$ cat config.mk
export PLATFORM = sky130hd
export DESIGN_NAME = instr_stream_encoder
export DESIGN_NICKNAME = d
export VERILOG_FILES = /design/src/rtl/instr_stream_encoder.sv
export SDC_FILE = /design/constraint.sdc
export NUM_CORES = 1
export LEC_CHECK = 0
export BUFFER_PORTS_ARGS = -buffer_cell sky130_fd_sc_hd__buf_2
export CAP_MARGIN = 20
export CORE_MARGIN = 5
export CORE_UTILIZATION = 60
export DETAILED_ROUTE_END_ITERATION = 7
export PLACE_DENSITY = 0.82
export SETUP_SLACK_MARGIN = 0.02
export SYNTH_ARGS = -nofsm -noshare
export SYNTH_HDL_FRONTEND = slang
export SYNTH_SLANG_ARGS = --single-unit
$ cat constraint.sdc
create_clock -name clk -period 5.7 [get_ports clk]
set_input_delay 1.71 -clock clk [delete_from_list [all_inputs] [get_ports clk]]
set_output_delay 1.71 -clock clk [all_outputs]
set_load 0.01 [all_outputs]
$ cat src/rtl/instr_stream_encoder.sv
// Instruction stream encoder: packs symbolic RV32I requests into 32-bit words,
// buffers them in a small FIFO and writes them sequentially to instruction memory.
// Optional build macro: INSTR_ENC_ALIGN_CHECK_EN (drops misaligned branch/jal
// targets and any request while the write pointer is not word aligned).
module instr_stream_encoder #(
  parameter int unsigned       DEPTH     = 4,
  parameter int unsigned       ADDR_W    = 32,
  parameter logic [ADDR_W-1:0] BASE_ADDR = '0
) (
  input  logic                     clk,
  input  logic                     reset_n,
  input  logic                     clear,
  input  logic                     req_valid,
  output logic                     req_ready,
  input  logic [3:0]               req_kind,
  input  logic [2:0]               req_funct3,
  input  logic                     req_funct7b5,
  input  logic [4:0]               req_rd,
  input  logic [4:0]               req_rs1,
  input  logic [4:0]               req_rs2,
  input  logic [31:0]              req_imm,
  output logic                     mem_we,
  output logic [ADDR_W-1:0]        mem_addr,
  output logic [31:0]              mem_wdata,
  input  logic                     mem_ready,
  output logic [$clog2(DEPTH):0]   fifo_count,
  output logic [15:0]              words_written,
  output logic                     err_illegal
);

  localparam int unsigned PTR_W = $clog2(DEPTH);
  localparam int unsigned CNT_W = PTR_W + 1;

  localparam logic [6:0] OP_LOAD   = 7'b0000011;
  localparam logic [6:0] OP_STORE  = 7'b0100011;
  localparam logic [6:0] OP_R      = 7'b0110011;
  localparam logic [6:0] OP_BRANCH = 7'b1100011;
  localparam logic [6:0] OP_IALU   = 7'b0010011;
  localparam logic [6:0] OP_JAL    = 7'b1101111;
  localparam logic [6:0] OP_LUI    = 7'b0110111;
  localparam logic [6:0] OP_AUIPC  = 7'b0010111;
  localparam logic [6:0] OP_JALR   = 7'b1100111;

  localparam logic [3:0] K_BRANCH = 4'd3;
  localparam logic [3:0] K_JAL    = 4'd5;

  logic [31:0]       fifo_q [DEPTH];
  logic [PTR_W-1:0]  wr_ptr_q, wr_ptr_d;
  logic [PTR_W-1:0]  rd_ptr_q, rd_ptr_d;
  logic [CNT_W-1:0]  count_q, count_d;
  logic [ADDR_W-1:0] addr_q, addr_d;
  logic [15:0]       words_q, words_d;
  logic              err_q, err_d;

  logic [31:0] enc_c;
  logic        kind_ok_c;
  logic        align_bad_c;
  logic        legal_c;
  logic        full_c;
  logic        accept_c;
  logic        push_c;
  logic        pop_c;

  // Combinational RV32I packing of the request fields
  always_comb begin
    enc_c     = '0;
    kind_ok_c = 1'b1;
    unique case (req_kind)
      4'd0: enc_c = {req_imm[11:0], req_rs1, 3'b010, req_rd, OP_LOAD};
      4'd1: enc_c = {req_imm[11:5], req_rs2, req_rs1, 3'b010, req_imm[4:0], OP_STORE};
      4'd2: enc_c = {1'b0, req_funct7b5, 5'b00000, req_rs2, req_rs1, req_funct3, req_rd, OP_R};
      4'd3: enc_c = {req_imm[12], req_imm[10:5], req_rs2, req_rs1, req_funct3,
                     req_imm[4:1], req_imm[11], OP_BRANCH};
      4'd4: begin
        if ((req_funct3 == 3'b001) || (req_funct3 == 3'b101)) begin
          enc_c = {1'b0, req_funct7b5, 5'b00000, req_imm[4:0], req_rs1, req_funct3, req_rd, OP_IALU};
        end else begin
          enc_c = {req_imm[11:0], req_rs1, req_funct3, req_rd, OP_IALU};
        end
      end
      4'd5: enc_c = {req_imm[20], req_imm[10:1], req_imm[11], req_imm[19:12], req_rd, OP_JAL};
      4'd6: enc_c = {req_imm[31:12], req_rd, OP_LUI};
      4'd7: enc_c = {req_imm[31:12], req_rd, OP_AUIPC};
      4'd8: enc_c = {req_imm[11:0], req_rs1, 3'b000, req_rd, OP_JALR};
      default: kind_ok_c = 1'b0;
    endcase
  end

`ifdef INSTR_ENC_ALIGN_CHECK_EN
  // Misaligned control-flow target or misaligned write pointer drops the request
  assign align_bad_c = (((req_kind == K_BRANCH) || (req_kind == K_JAL)) && req_imm[0])
                       || (addr_q[1:0] != 2'b00);
`else
  assign align_bad_c = 1'b0;
`endif

  assign legal_c  = kind_ok_c & ~align_bad_c;
  assign full_c   = (count_q == CNT_W'(DEPTH));
  assign accept_c = req_valid & ~full_c & ~clear;
  assign push_c   = accept_c & legal_c;
  assign pop_c    = (count_q != '0) & mem_ready & ~clear;

  // Next-state for pointers, occupancy, write address, counters and error flag
  always_comb begin
    wr_ptr_d = wr_ptr_q;
    rd_ptr_d = rd_ptr_q;
    count_d  = count_q;
    addr_d   = addr_q;
    words_d  = words_q;
    err_d    = err_q;
    if (clear) begin
      wr_ptr_d = '0;
      rd_ptr_d = '0;
      count_d  = '0;
      addr_d   = BASE_ADDR;
      words_d  = '0;
      err_d    = 1'b0;
    end else begin
      if (push_c) wr_ptr_d = wr_ptr_q + PTR_W'(1);
      if (pop_c) begin
        rd_ptr_d = rd_ptr_q + PTR_W'(1);
        addr_d   = addr_q + ADDR_W'(4);
        if (words_q != 16'hFFFF) words_d = words_q + 16'd1;
      end
      unique case ({push_c, pop_c})
        2'b10:   count_d = count_q + CNT_W'(1);
        2'b01:   count_d = count_q - CNT_W'(1);
        default: count_d = count_q;
      endcase
      if (accept_c && !legal_c) err_d = 1'b1;
    end
  end

  // State registers
  always_ff @(posedge clk or negedge reset_n) begin
    if (!reset_n) begin
      wr_ptr_q <= '0;
      rd_ptr_q <= '0;
      count_q  <= '0;
      addr_q   <= BASE_ADDR;
      words_q  <= '0;
      err_q    <= 1'b0;
    end else begin
      wr_ptr_q <= wr_ptr_d;
      rd_ptr_q <= rd_ptr_d;
      count_q  <= count_d;
      addr_q   <= addr_d;
      words_q  <= words_d;
      err_q    <= err_d;
    end
  end

  // FIFO storage; contents are only observable through a valid occupancy
  always_ff @(posedge clk) begin
    if (push_c) fifo_q[wr_ptr_q] <= enc_c;
  end

  assign req_ready     = ~full_c;
  assign mem_we        = (count_q != '0);
  assign mem_wdata     = mem_we ? fifo_q[rd_ptr_q] : 32'h0;
  assign mem_addr      = addr_q;
  assign fifo_count    = count_q;
  assign words_written = words_q;
  assign err_illegal   = err_q;

endmodule

* Word level (Yosys, flattened, before mapping) *
Memory sizes are Yosys's and may differ from the RTL's.
Cells that the tools add are included.

storage, ports and cells
  register bits after elaboration = 56
  bits in latches = 0
  RAM bits = 128
  ROM bits = 0
  output and inout bits = 86
  word-level logic and storage cells = 65
  memories kept = 1

memories
  name    depth  bits a word  read ports  clocked after Yosys merged registers in  write ports  line  RTL
  fifo_q  4      32           1           0                                        1            47    logic [31:0] fifo_q [DEPTH];

cells by class
  add/sub/neg operators = 6
  multipliers = 0
  divide/modulo/power cells = 0
  magnitude comparators = 0
  equality and inequality tests = 14
  shifts and indexed selects = 0
  muxes and demuxes = 19
  bitwise gates (word level) = 7
  reductions and logical operators = 12

operators by type and width
  kind                                              count
  case mux 32 bit (9 select lines)                  1
  two-way mux 32 bit                                4
  two-way mux 16 bit                                3
  adder 32 x 3 -> 32 bit, second input constant     1
  adder 16 x 1 -> 16 bit, second input constant     1
  == test 4 x 3 -> 1 bit, second input constant     4
  != test 16 bit, second input constant             1
  OR reduction 9 bit                                1
  == test 4 x 2 -> 1 bit, second input constant     2
  two-way mux 2 bit                                 4
  nonzero test 2 bit                                4
  == test 3 bit, second input constant              2
  case mux 3 bit (2 select lines)                   1
  nonzero test 3 bit                                2
  AND 1 bit                                         5
  two-way mux 1 bit                                 5
  adder 2 x 1 -> 2 bit, second input constant       2
  == test 4 x 1 -> 1 bit, second input constant     1
  == test 4 bit, second input constant              1
  zero test 4 bit                                   1
  adder 3 x 1 -> 3 bit, second input constant       1
  == test 3 x 1 -> 1 bit, second input constant     1
  two-way mux 3 bit                                 1
  subtractor 3 x 1 -> 3 bit, second input constant  1
  other kinds (7)                                   8

* Logic depth before layout (Yosys ltp) *
Gate-level depths: netlist of run 1.

  depth after elaboration = 8
  mapped depth = 9
  depth with buffers taken out = 8

* Least setup slack after synthesis of run 1 *
No wires, ideal clock.

  path type = input to register
  start = input req_kind[2]
  end = memory fifo_q[0][10], enable pin
  arrival = 3362 ps
  required time = 5309 ps
  setup slack = 1947 ps
  stages on the path = 4
  buffers on the path = 0
  cell sequence = o31ai_1 nand3_2 nor2_1 and2_1

on the way
  longest elaborated chain between the ends = 6
  elaborated cells between the ends (all ways) = 14

ends and longest elaborated chain
  item                                            line  RTL
  start: declaration                              15    input logic [3:0] req_kind,
  == test 4 x 3 -> 1 bit (tied with other cells)  68    unique case (req_kind)
  OR reduction 9 bit (no source line) *           --
  two-way mux 1 bit *                             68
  AND 1 bit *                                     100   assign push_c = accept_c & legal_c;
  two-way mux 1 bit *                             155   if (push_c) fifo_q[wr_ptr_q] <= enc_c;
  two-way mux 1 bit (implied by the code) *       155
  end: declaration                                47

Mark *: on every way between the ends. The rest lies on a longest branch, timed or not.

* Worst setup path in the final report of run 1 *
  start = register rd_ptr_q[0]
  end = output mem_wdata[8]

on the way
  longest elaborated chain between the ends = 2

ends and longest elaborated chain
  item                      line  RTL
  start: declaration        49    logic [PTR_W-1:0] rd_ptr_q, rd_ptr_d;
  start signal: assignment  145   rd_ptr_q <= rd_ptr_d;
  memory read (4 x 32 bit)  --
  two-way mux 32 bit        160   assign mem_wdata = mem_we ? fifo_q[rd_ptr_q] : 32'h0;
  end: declaration          24    output logic [31:0] mem_wdata,

Every way passes these cells.

==> run summary, run 1 <==
The tools report the net switching power as 1.04 mW. The most utilized layer in the global route result was met2. The simple-gate share of the synthesized area was 14.5%. The clock tree synthesis step divided the H-tree into 4 levels. The run finished with clean final reports. The detailed-route via count came out at 5,863. Adding up every negative setup slack in the final design gives 0 ns.

After the last flow step, the layout net total stands at 821. In the global route stage, met3 resource usage came out at 5.29%. In this run the remaining antenna-violating nets after routing total 0. Worst hold slack across all endpoints: 0.547 ns.

The pre-CTS setup slack was 1.58 ns; the via-per-instance ratio was 6.19. The clock network accounts for 31.8% of the total power. The number of antenna violations at the first check in global routing was 0. The number of optimization iterations in the first detailed-route pass was 6. The signal on the critical path passes through buf_12 -> mux4_2 -> nor2b_1 -> buf_2. The count of input and output buffers works out to 143.

In this run the worst hold path is classified as flip-flop to flip-flop. The final worst slack came out at 1.82 ns. Summing the areas of all compound-gate instances in the mapped netlist gives 8.87% of the synthesized area. At the later pin of the worst-skew pair, clock insertion delay measures 0.42 ns. The number of diodes added for antenna fixing is 0. Buffers inserted to repair hold after CTS numbered 0. The worst setup path is captured at an output pin. The final critical path takes up 68.1% of the cycle.

Synthesis produced 617 cells. The first global-routing pass estimated 30.2 mm of wire. The final count of negative-setup-slack endpoints was 0. In the synthesized netlist the dominant register cell turns out to be sky130_fd_sc_hd__edfxtp_1. For this design, the sink count on the clock tree is 178. The tools report the overall die area as 16,300 µm².

The number of buffers created by CTS is 17, and the met1 global-route usage is 29.8%. The clock slew at the register clock pins of the worst setup and hold paths is 0.06 ns. Of the total synthesized cell area, the portion taken by full adders, half adders and majority gates is 1.14%. The estimated wirelength of the detail-placed design is 12.5 mm, and the fraction of power spent switching nets is 29.5%. The main combinational cell family by area after synthesis is simple AND/OR/NAND/NOR gates. The largest voltage drop on the vdd net came out at 241 µV. Cell at the root of the clock tree: sky130_fd_sc_hd__clkbuf_16. The critical path is of the flip-flop to output pin type.

Data on the critical path is required at its endpoint by 3.99 ns. The multiplexer fraction of the synthesized cell area is 10.1%. Counting along the longest clock path gives a buffer depth of 2. The total buffers and inverters traversed by the critical path was 2; the data arrival time of the worst path was 2.17 ns. The detailed router finished its first iteration with 580 violations.

In this run the tightest slew margin relative to its limit is 32.3%. The count of final hold-check violations was 0. The tools report the final count of pins violating max slew as 0. The logs give 0 for the final global-route overflow total and 3.78 nW for the leakage power. The share of the yosys chip area belonging to registers was 60.9%.

The number of global-route vias before repair is 5,743, and the post-synthesis to final-layout area growth is 17.2%. For the pin with the worst max-slew slack, the measured transition is 1.01 ns. Dividing the detail-routed wire length by the instance count gives 20.5 µm. The largest driver fanout on the critical path is 25. Post-CTS timing repair inserted 0 buffers for setup.

The tool flagged a number of max-cap violations equal to 0. STA classifies the critical path startpoint as a flip-flop. Gates resized during post-CTS repair numbered 0.

The chip height came out at 128 µm. The run gives 0 as the synthesis warning total. For the share of power burned in registers, the log shows 42.9%. TritonCTS built the clock tree. Setup repair after global routing left no endpoint under its margin. During I/O placement, the number of pins put on the boundary was 146. The starting utilization of the core area was 60.5%; the maximum single-stage delay on the critical path was 0.56 ns.

The number of synthesized register bits was 178; the final critical-path required period was 3.88 ns. Of all flip-flops after synthesis, the portion carrying an async set or reset was 30.3%. The total DRC errors in the routed layout was 0; the unique cell type count in the Yosys netlist was 62. For the row count, the log shows 43.

Of the total synthesized cell area, the portion taken by XOR and XNOR cells is 1.58%. The run gives 947 as the count of placed standard cells in the final layout, fillers left out. Broken down by cell family, the worst path's largest delay share belongs to flip-flops. Pin count of the biggest net entering global routing: 65.

The detailed-route wire length was 19.4 mm; the fraction of layout instances using a drive strength above 1 was 30.6%. In this run the mean area of a mapped cell was 13.5 µm². The number of synthesized flops with an enable pin came out at 124.

The power density over the cells is 361 nW/µm², and the internal power of the cells is 2.49 mW. The peak clock frequency supported by timing was 258 MHz. Cell with the largest stage delay on the worst path: sky130_fd_sc_hd__dfrtp_2. The run gives 0.908 as the last weighted congestion value of the routability-driven placer.

After detailed placement, the design holds a cell count of 913. For the synthesized area, the log shows 8340 µm². The logs give 40.9% for the met2 capacity usage during global routing and 13,800 µm² for the core outline area. Global routing used 24.1% of the available tracks across all layers.

In this run the horizontal extent of the chip is 128 µm. For the final database, setup skew stands at 0.00761 ns. Per report_power, the combinational group accounts for 25.3% of the total.
-- layout by cell type, fill, tap and decap left out, types with 3 or more instances in the layout --
| cell | count |
|---|---|
| sky130_fd_sc_hd__buf_2 | 143 |
| sky130_fd_sc_hd__nor2b_1 | 46 |
| sky130_fd_sc_hd__nand2b_1 | 6 |
| sky130_fd_sc_hd__nor2_1 | 30 |
| sky130_fd_sc_hd__mux4_2 | 31 |
| sky130_fd_sc_hd__dfrtp_1 | 53 |
| sky130_fd_sc_hd__xnor2_1 | 8 |
| sky130_fd_sc_hd__nor3_1 | 5 |
| sky130_fd_sc_hd__clkinv_4 | 4 |
| sky130_fd_sc_hd__o31ai_1 | 20 |
| sky130_fd_sc_hd__nand3_1 | 16 |
| sky130_fd_sc_hd__nor4_1 | 8 |
| sky130_fd_sc_hd__a222oi_1 | 4 |
| sky130_fd_sc_hd__mux2_2 | 9 |
| sky130_fd_sc_hd__and2_1 | 6 |
| sky130_fd_sc_hd__ha_1 | 6 |
| sky130_fd_sc_hd__clkbuf_16 | 17 |
| sky130_fd_sc_hd__a22oi_1 | 8 |
| sky130_fd_sc_hd__xor2_1 | 7 |
| sky130_fd_sc_hd__nand2_1 | 28 |
| sky130_fd_sc_hd__or3_1 | 11 |
| sky130_fd_sc_hd__mux2i_1 | 4 |
| sky130_fd_sc_hd__nand4_1 | 15 |
| sky130_fd_sc_hd__a22o_1 | 11 |
| sky130_fd_sc_hd__buf_4 | 11 |
| sky130_fd_sc_hd__and3_1 | 5 |
| sky130_fd_sc_hd__a21oi_1 | 34 |
| sky130_fd_sc_hd__or4_1 | 19 |
| sky130_fd_sc_hd__and4_1 | 3 |
| sky130_fd_sc_hd__o21ai_0 | 19 |
| sky130_fd_sc_hd__inv_1 | 11 |
| sky130_fd_sc_hd__clkinv_2 | 3 |
| sky130_fd_sc_hd__edfxtp_1 | 124 |
-- worst paths after layout --
| check | slack, ns | from | endpoint | cells after the start |
|---|---|---|---|---|
| min | 0.55 | rd_ptr_q[1]$_DFFE_PN0P_ | rd_ptr_q[1]$_DFFE_PN0P_ | 2 |
| min in group asynchronous | 1.41 | reset_n | mem_addr[30]$_DFFE_PN0P_ | 2 |
| max | 1.82 | rd_ptr_q[0]$_DFFE_PN0P_ | mem_wdata[8] | 4 |
| max reg2reg | 3.08 | fifo_count[0]$_DFFE_PN0P_ | mem_addr[27]$_DFFE_PN0P_ | 4 |
| min reg2reg | 0.55 | rd_ptr_q[1]$_DFFE_PN0P_ | rd_ptr_q[1]$_DFFE_PN0P_ | 2 |
| max in group asynchronous | 3.77 | reset_n | rd_ptr_q[0]$_DFFE_PN0P_ | 2 |
-- routing by layer --
layer	vias up	wire [µm]
met3	48	1220
met4	0	696
met1	2875	7520
li1	2672	-
met2	268	9970
met5	-	0
-- Yosys cell counts, types with 3 or more instances --
| cell | count | share of area [%] |
|---|---|---|
| sky130_fd_sc_hd__edfxtp_1 | 124 | 45 |
| sky130_fd_sc_hd__dfrtp_1 | 54 | 16 |
| sky130_fd_sc_hd__nor2b_1 | 46 | 3.5 |
| sky130_fd_sc_hd__a21oi_1 | 34 | 2.0 |
| sky130_fd_sc_hd__mux4_2 | 31 | 8.4 |
| sky130_fd_sc_hd__nor2_1 | 30 | 1.4 |
| sky130_fd_sc_hd__nand2_1 | 28 | 1.3 |
| sky130_fd_sc_hd__clkbuf_1 | 23 | 1.0 |
| sky130_fd_sc_hd__o31ai_1 | 20 | 1.8 |
| sky130_fd_sc_hd__o21ai_0 | 19 | 1.1 |
| sky130_fd_sc_hd__or4_1 | 19 | 1.7 |
| sky130_fd_sc_hd__nand3_1 | 16 | 0.96 |
| sky130_fd_sc_hd__nand4_1 | 15 | 1.1 |
| sky130_fd_sc_hd__a22o_1 | 11 | 1.2 |
| sky130_fd_sc_hd__inv_1 | 11 | 0.50 |
| sky130_fd_sc_hd__or3_1 | 11 | 0.83 |
| sky130_fd_sc_hd__mux2_2 | 9 | 1.2 |
| sky130_fd_sc_hd__a22oi_1 | 8 | 0.72 |
| sky130_fd_sc_hd__nor4_1 | 8 | 0.60 |
| sky130_fd_sc_hd__xnor2_1 | 8 | 0.84 |
| sky130_fd_sc_hd__xor2_1 | 7 | 0.74 |
| sky130_fd_sc_hd__and2_1 | 6 | 0.45 |
| sky130_fd_sc_hd__ha_1 | 6 | 0.90 |
| sky130_fd_sc_hd__nand2b_1 | 6 | 0.45 |
| sky130_fd_sc_hd__nor3_1 | 6 | 0.36 |
| sky130_fd_sc_hd__and3_1 | 5 | 0.38 |
| sky130_fd_sc_hd__a222oi_1 | 4 | 0.48 |
| sky130_fd_sc_hd__buf_1 | 4 | 0.18 |
| sky130_fd_sc_hd__buf_2 | 4 | 0.24 |
| sky130_fd_sc_hd__mux2i_1 | 4 | 0.48 |
| sky130_fd_sc_hd__and4_1 | 3 | 0.32 |
| sky130_fd_sc_hd__buf_4 | 3 | 0.27 |
-- power by group through the flow --
stage / Combinational [mW] / Sequential, mW / Clock (mW)
2_1_floorplan: 0.582 / 1.52 / 0
3_3_place_gp: 0.828 / 1.57 / 0
3_5_place_dp: 0.851 / 1.57 / 0
4_1_cts: 0.858 / 1.55 / 1.14
5_1_grt: 0.971 / 1.52 / 1.20
6_report: 0.894 / 1.51 / 1.12
-- registers in the layout (all words and copies together), names as in the netlist --
name           cells
words_written     16
err_illegal        1
rd_ptr_q           2
fifo_count         3
mem_addr          30
wr_ptr_q           2
fifo_q           124
-- stage by stage --
step / area (µm²) / total power [mW] / utilization, %
6_report: 9770 / 3.53 / 70.9
5_1_grt: 9770 / 3.69 / 70.9
4_1_cts: 9740 / 3.54 / 70.7
3_5_place_dp: 9170 / 2.43 / 66.6
3_3_place_gp: 9170 / 2.40 / 66.6
2_1_floorplan: 8340 / 2.10 / -
-- cell families after synthesis --
group,count (synthesis)
simple gates,211
flops,178
compound gates,111
buf+inv,50
mux,44
xor+xnor,15
fa+ha+maj,7
other cells,1
-- worst min-delay path: stages (launching register included) --
cell	delay (ns)
sky130_fd_sc_hd__dfrtp_1	0.36
sky130_fd_sc_hd__xor2_1	0.07
sky130_fd_sc_hd__nor2_1	0.08
-- area by class of cell --
| cell class | instances | area [µm²] |
|---|---|---|
| sequential | 178 | 5080 |
| tap | 180 | 225 |
| multi-input combinational | 390 | 3030 |
| clock inverter | 13 | 138 |
| fill | 926 | 4010 |
| timing repair buffer | 156 | 823 |
| clock buffer | 19 | 433 |
| inverter | 11 | 41.3 |
(Power assumes the default switching activity.)
==> inputs of run 2 (changes only) <==
--- a/config.mk
+++ b/config.mk
@@ -8,9 +8,9 @@
 export BUFFER_PORTS_ARGS = -buffer_cell sky130_fd_sc_hd__buf_2
 export CAP_MARGIN = 20
 export CORE_MARGIN = 5
-export CORE_UTILIZATION = 60
+export CORE_UTILIZATION = 51
 export DETAILED_ROUTE_END_ITERATION = 7
-export PLACE_DENSITY = 0.82
+export PLACE_DENSITY = 0.74
 export SETUP_SLACK_MARGIN = 0.02
 export SYNTH_ARGS = -nofsm -noshare
 export SYNTH_HDL_FRONTEND = slang
==> constraint.sdc (replaced) <==
create_clock -name clk -period 3.3 [get_ports clk]
set_input_delay 0.99 -clock clk [delete_from_list [all_inputs] [get_ports clk]]
set_output_delay 0.99 -clock clk [all_outputs]
set_load 0.01 [all_outputs]
==> run summary, run 2 (same netlist as run 1, synthesis figures left out) <==
In this run the deepest clock path goes through 2 buffers. After floorplanning, the core was sized to cover 15,900 µm². Clock skew on the completed layout was measured at 0.00992 ns. The first global-routing pass estimated 30.6 mm of wire. The die is 138 µm wide. The clock net sink count was 178.

The max-capacitance violation count came out at 0. The H-tree generated during clock tree synthesis spans 4 levels. Number of antenna violations at the first check in global routing: 1. The flip-flop count of the largest register, all copies and words added is 124, and the peak clock frequency supported by timing is 318 MHz.

Dominant delay contributor by cell family on the critical path: flip-flops. The count of placed standard cells in the final layout, fillers left out was 996; the required arrival time at the worst endpoint was 2.31 ns. After floorplanning, the core was divided into 46 placement rows. The post-synthesis to final-layout area growth came out at 19.5%. The die covers 19,000 µm².

Number of buffers created by CTS: 17. The critical path goes through buf_12 -> mux4_2 -> nor2b_1 -> buf_2. The tools report the count of final hold-check violations as 0. Fraction of power spent switching nets: 30.5%. Fill cells in the final layout number 1,236. The number of setup buffers added after CTS is 0. The top cell types in the final layout, fill and taps aside, are sky130_fd_sc_hd__buf_2 (143), sky130_fd_sc_hd__edfxtp_1 (124), sky130_fd_sc_hd__dfrtp_1 (53). From bottom edge to top edge, the die measures 138 µm. For the worst-skew pair, the clock arrives at the later sink with an insertion delay of 0.43 ns. In this run the remaining antenna-violating nets after routing total 0. Clock-pin slew was measured on the worst setup and hold paths at 0.07 ns. The routed wirelength normalized by instance count was 19.4 µm; the largest voltage drop on the vdd net was 357 µV.

The flow ran to the end, and the final reports show no timing, DRC or antenna violations. The actual transition at the worst max-transition pin was 0.737 ns; the final global-route overflow total was 0. The run gives 0.876 as the last weighted congestion value of the routability-driven placer. STA classifies the critical path startpoint as a flip-flop.

Setup repair after global routing left no endpoint under its margin. Final count of pins violating max slew: 0. The starting utilization of the core area is 52.3%. The post-cts hold buffer count is 0. The cell at the root of the clock tree is sky130_fd_sc_hd__clkbuf_16. Share of power burned in registers: 42.1%.

On the worst path, the slowest cell contributes a delay of 0.62 ns. The number of global-route vias before repair is 5,956, and the count of input and output buffers is 143. The footprint of the flip-flops and latches is 5080 µm², and the fraction of layout instances using a drive strength above 1 is 31.7%.

Gates resized during post-CTS repair numbered 0. The tools report the internal power of the cells as 4.31 mW. The final critical-path required period works out to 3.14 ns.

For this design the static power due to leakage is 3.86 nW. STA puts the critical path data arrival time at 2.15 ns. The sort of element at the end of the critical path is an output pin. The startpoint-to-endpoint class of the critical path was flip-flop to output pin. The net switching power was 1.89 mW; the power density over the cells was 621 nW/µm². The tightest min-delay check is of the flip-flop to flip-flop type. Detailed placement finished with a half-perimeter wire length of 13.1 mm. For this block, the via count after detailed routing is 5,832.

During I/O placement, the number of pins put on the boundary was 146. TritonCTS built the clock tree. Across every metal layer, demand over resource in global routing totals 21.0%.

In the routed design, unresolved DRC markers number 0. Combinational logic burns 25.6% of the power. For the pin count of the biggest net entering global routing, the log shows 39. In this run the worst path has a maximum fanout of 13. The top register by number of flip-flops was fifo_q. In the final timing run, aggregate negative setup slack is 0 ns.

The number of optimization iterations in the first detailed-route pass was 6. Using the TritonRoute via totals, the vias-per-cell ratio works out to 5.86. The worst pin sits at a relative slew slack of 50.7%.

The run gives 832 as the final net count. The portion of the clock cycle consumed by the worst path in the final layout was 95.2%. After the first detailed-routing iteration, the DRC count stood at 445. Once placement completed, the tool counted placed cells totaling 961. The library cell used most frequently in the layout, excluding fill and tap cells, is sky130_fd_sc_hd__buf_2. The clock network burns 32.3% of the power. The multi-input combinational cells in the finished layout cover a total of 3030 µm².

Overall power consumption after layout is estimated at 6.19 mW. The cell with the largest stage delay on the worst path was sky130_fd_sc_hd__dfrtp_2. The total buffers and inverters traversed by the critical path is 2, and the detailed-route wire length is 19.3 mm.

For the final count of negative-setup-slack endpoints, the log shows 0.
## run 2: cell count changes in the layout (fill, tap and decap cells not counted)
| cell | change |
|---|---|
| sky130_fd_sc_hd__clkinv_4 | -3 |
| sky130_fd_sc_hd__diode_2 | +2 |
| sky130_fd_sc_hd__clkinvlp_4 | -1 |
| sky130_fd_sc_hd__buf_4 | +7 |
| sky130_fd_sc_hd__clkinv_1 | -1 |
| sky130_fd_sc_hd__inv_6 | +4 |
| sky130_fd_sc_hd__buf_12 | +4 |
| sky130_fd_sc_hd__clkinv_8 | +1 |
| sky130_fd_sc_hd__clkinv_2 | -3 |
| sky130_fd_sc_hd__bufinv_16 | -1 |
| sky130_fd_sc_hd__inv_8 | +3 |
| sky130_fd_sc_hd__clkbuf_8 | +1 |
## run 2: stage by stage
step | utilization, % | area, µm² | setup slack [ns] | hold WS, ns
2_1_floorplan | - | 8340 | 0.267 | 0.534
5_1_grt | 62.5 | 9960 | 0.0275 | 0.538
3_5_place_dp | 58.8 | 9370 | 0.193 | 0.500
4_1_cts | 62.4 | 9950 | 0.112 | 0.517
3_3_place_gp | 58.8 | 9370 | 0.265 | 0.494
6_report | 62.5 | 9960 | 0.160 | 0.509
## run 2: tightest hold or removal path, cell delays in order, from the launching register on
cell,delay (ns)
sky130_fd_sc_hd__dfrtp_1,0.35
sky130_fd_sc_hd__a41oi_1,0.05
sky130_fd_sc_hd__nor2_1,0.07
## run 2: layout make-up
class | count | area share (%)
tap | 216 | 2.71
timing repair buffer | 167 | 9.59
clock buffer | 20 | 4.48
antenna | 2 | 0.0502
sequential | 178 | 50.9
inverter | 11 | 0.414
clock inverter | 12 | 1.41
multi-input combinational | 390 | 30.4
## run 2: path summary, 6_finish.rpt
kind / from / end / slack, ns / depth (start not counted)
worst max register to register: mem_addr[8]$_DFFE_PN0P_ / mem_addr[20]$_DFFE_PN0P_ / 0.86 / 4
min in group asynchronous: reset_n / words_written[15]$_DFFE_PN0P_ / 0.53 / 1
worst min-delay path: err_illegal$_DFFE_PN0P_ / err_illegal$_DFFE_PN0P_ / 0.51 / 2
worst min register to register: err_illegal$_DFFE_PN0P_ / err_illegal$_DFFE_PN0P_ / 0.51 / 2
max in group asynchronous: reset_n / words_written[14]$_DFFE_PN0P_ / 1.92 / 2
worst max-delay path: rd_ptr_q[0]$_DFFE_PN0P_ / mem_wdata[0] / 0.16 / 4
## run 2: metal layers
| metal | global-route usage, % | share of wire [%] |
|---|---|---|
| met5 | 0 | 0.067 |
| met2 | 35.2 | 51 |
| met1 | 26.9 | 41 |
| met4 | 7.41 | 2.0 |
| met3 | 5.00 | 5.9 |
## run 2: power by group through the flow
stage / Combinational [mW] / Sequential [mW] / Clock, mW
floorplan: 1.01 / 2.62 / 0
global placement: 1.57 / 2.65 / 0
detailed placement: 1.61 / 2.66 / 0
CTS: 1.62 / 2.61 / 2.02
global route: 1.74 / 2.62 / 2.12
finish: 1.59 / 2.61 / 2.00
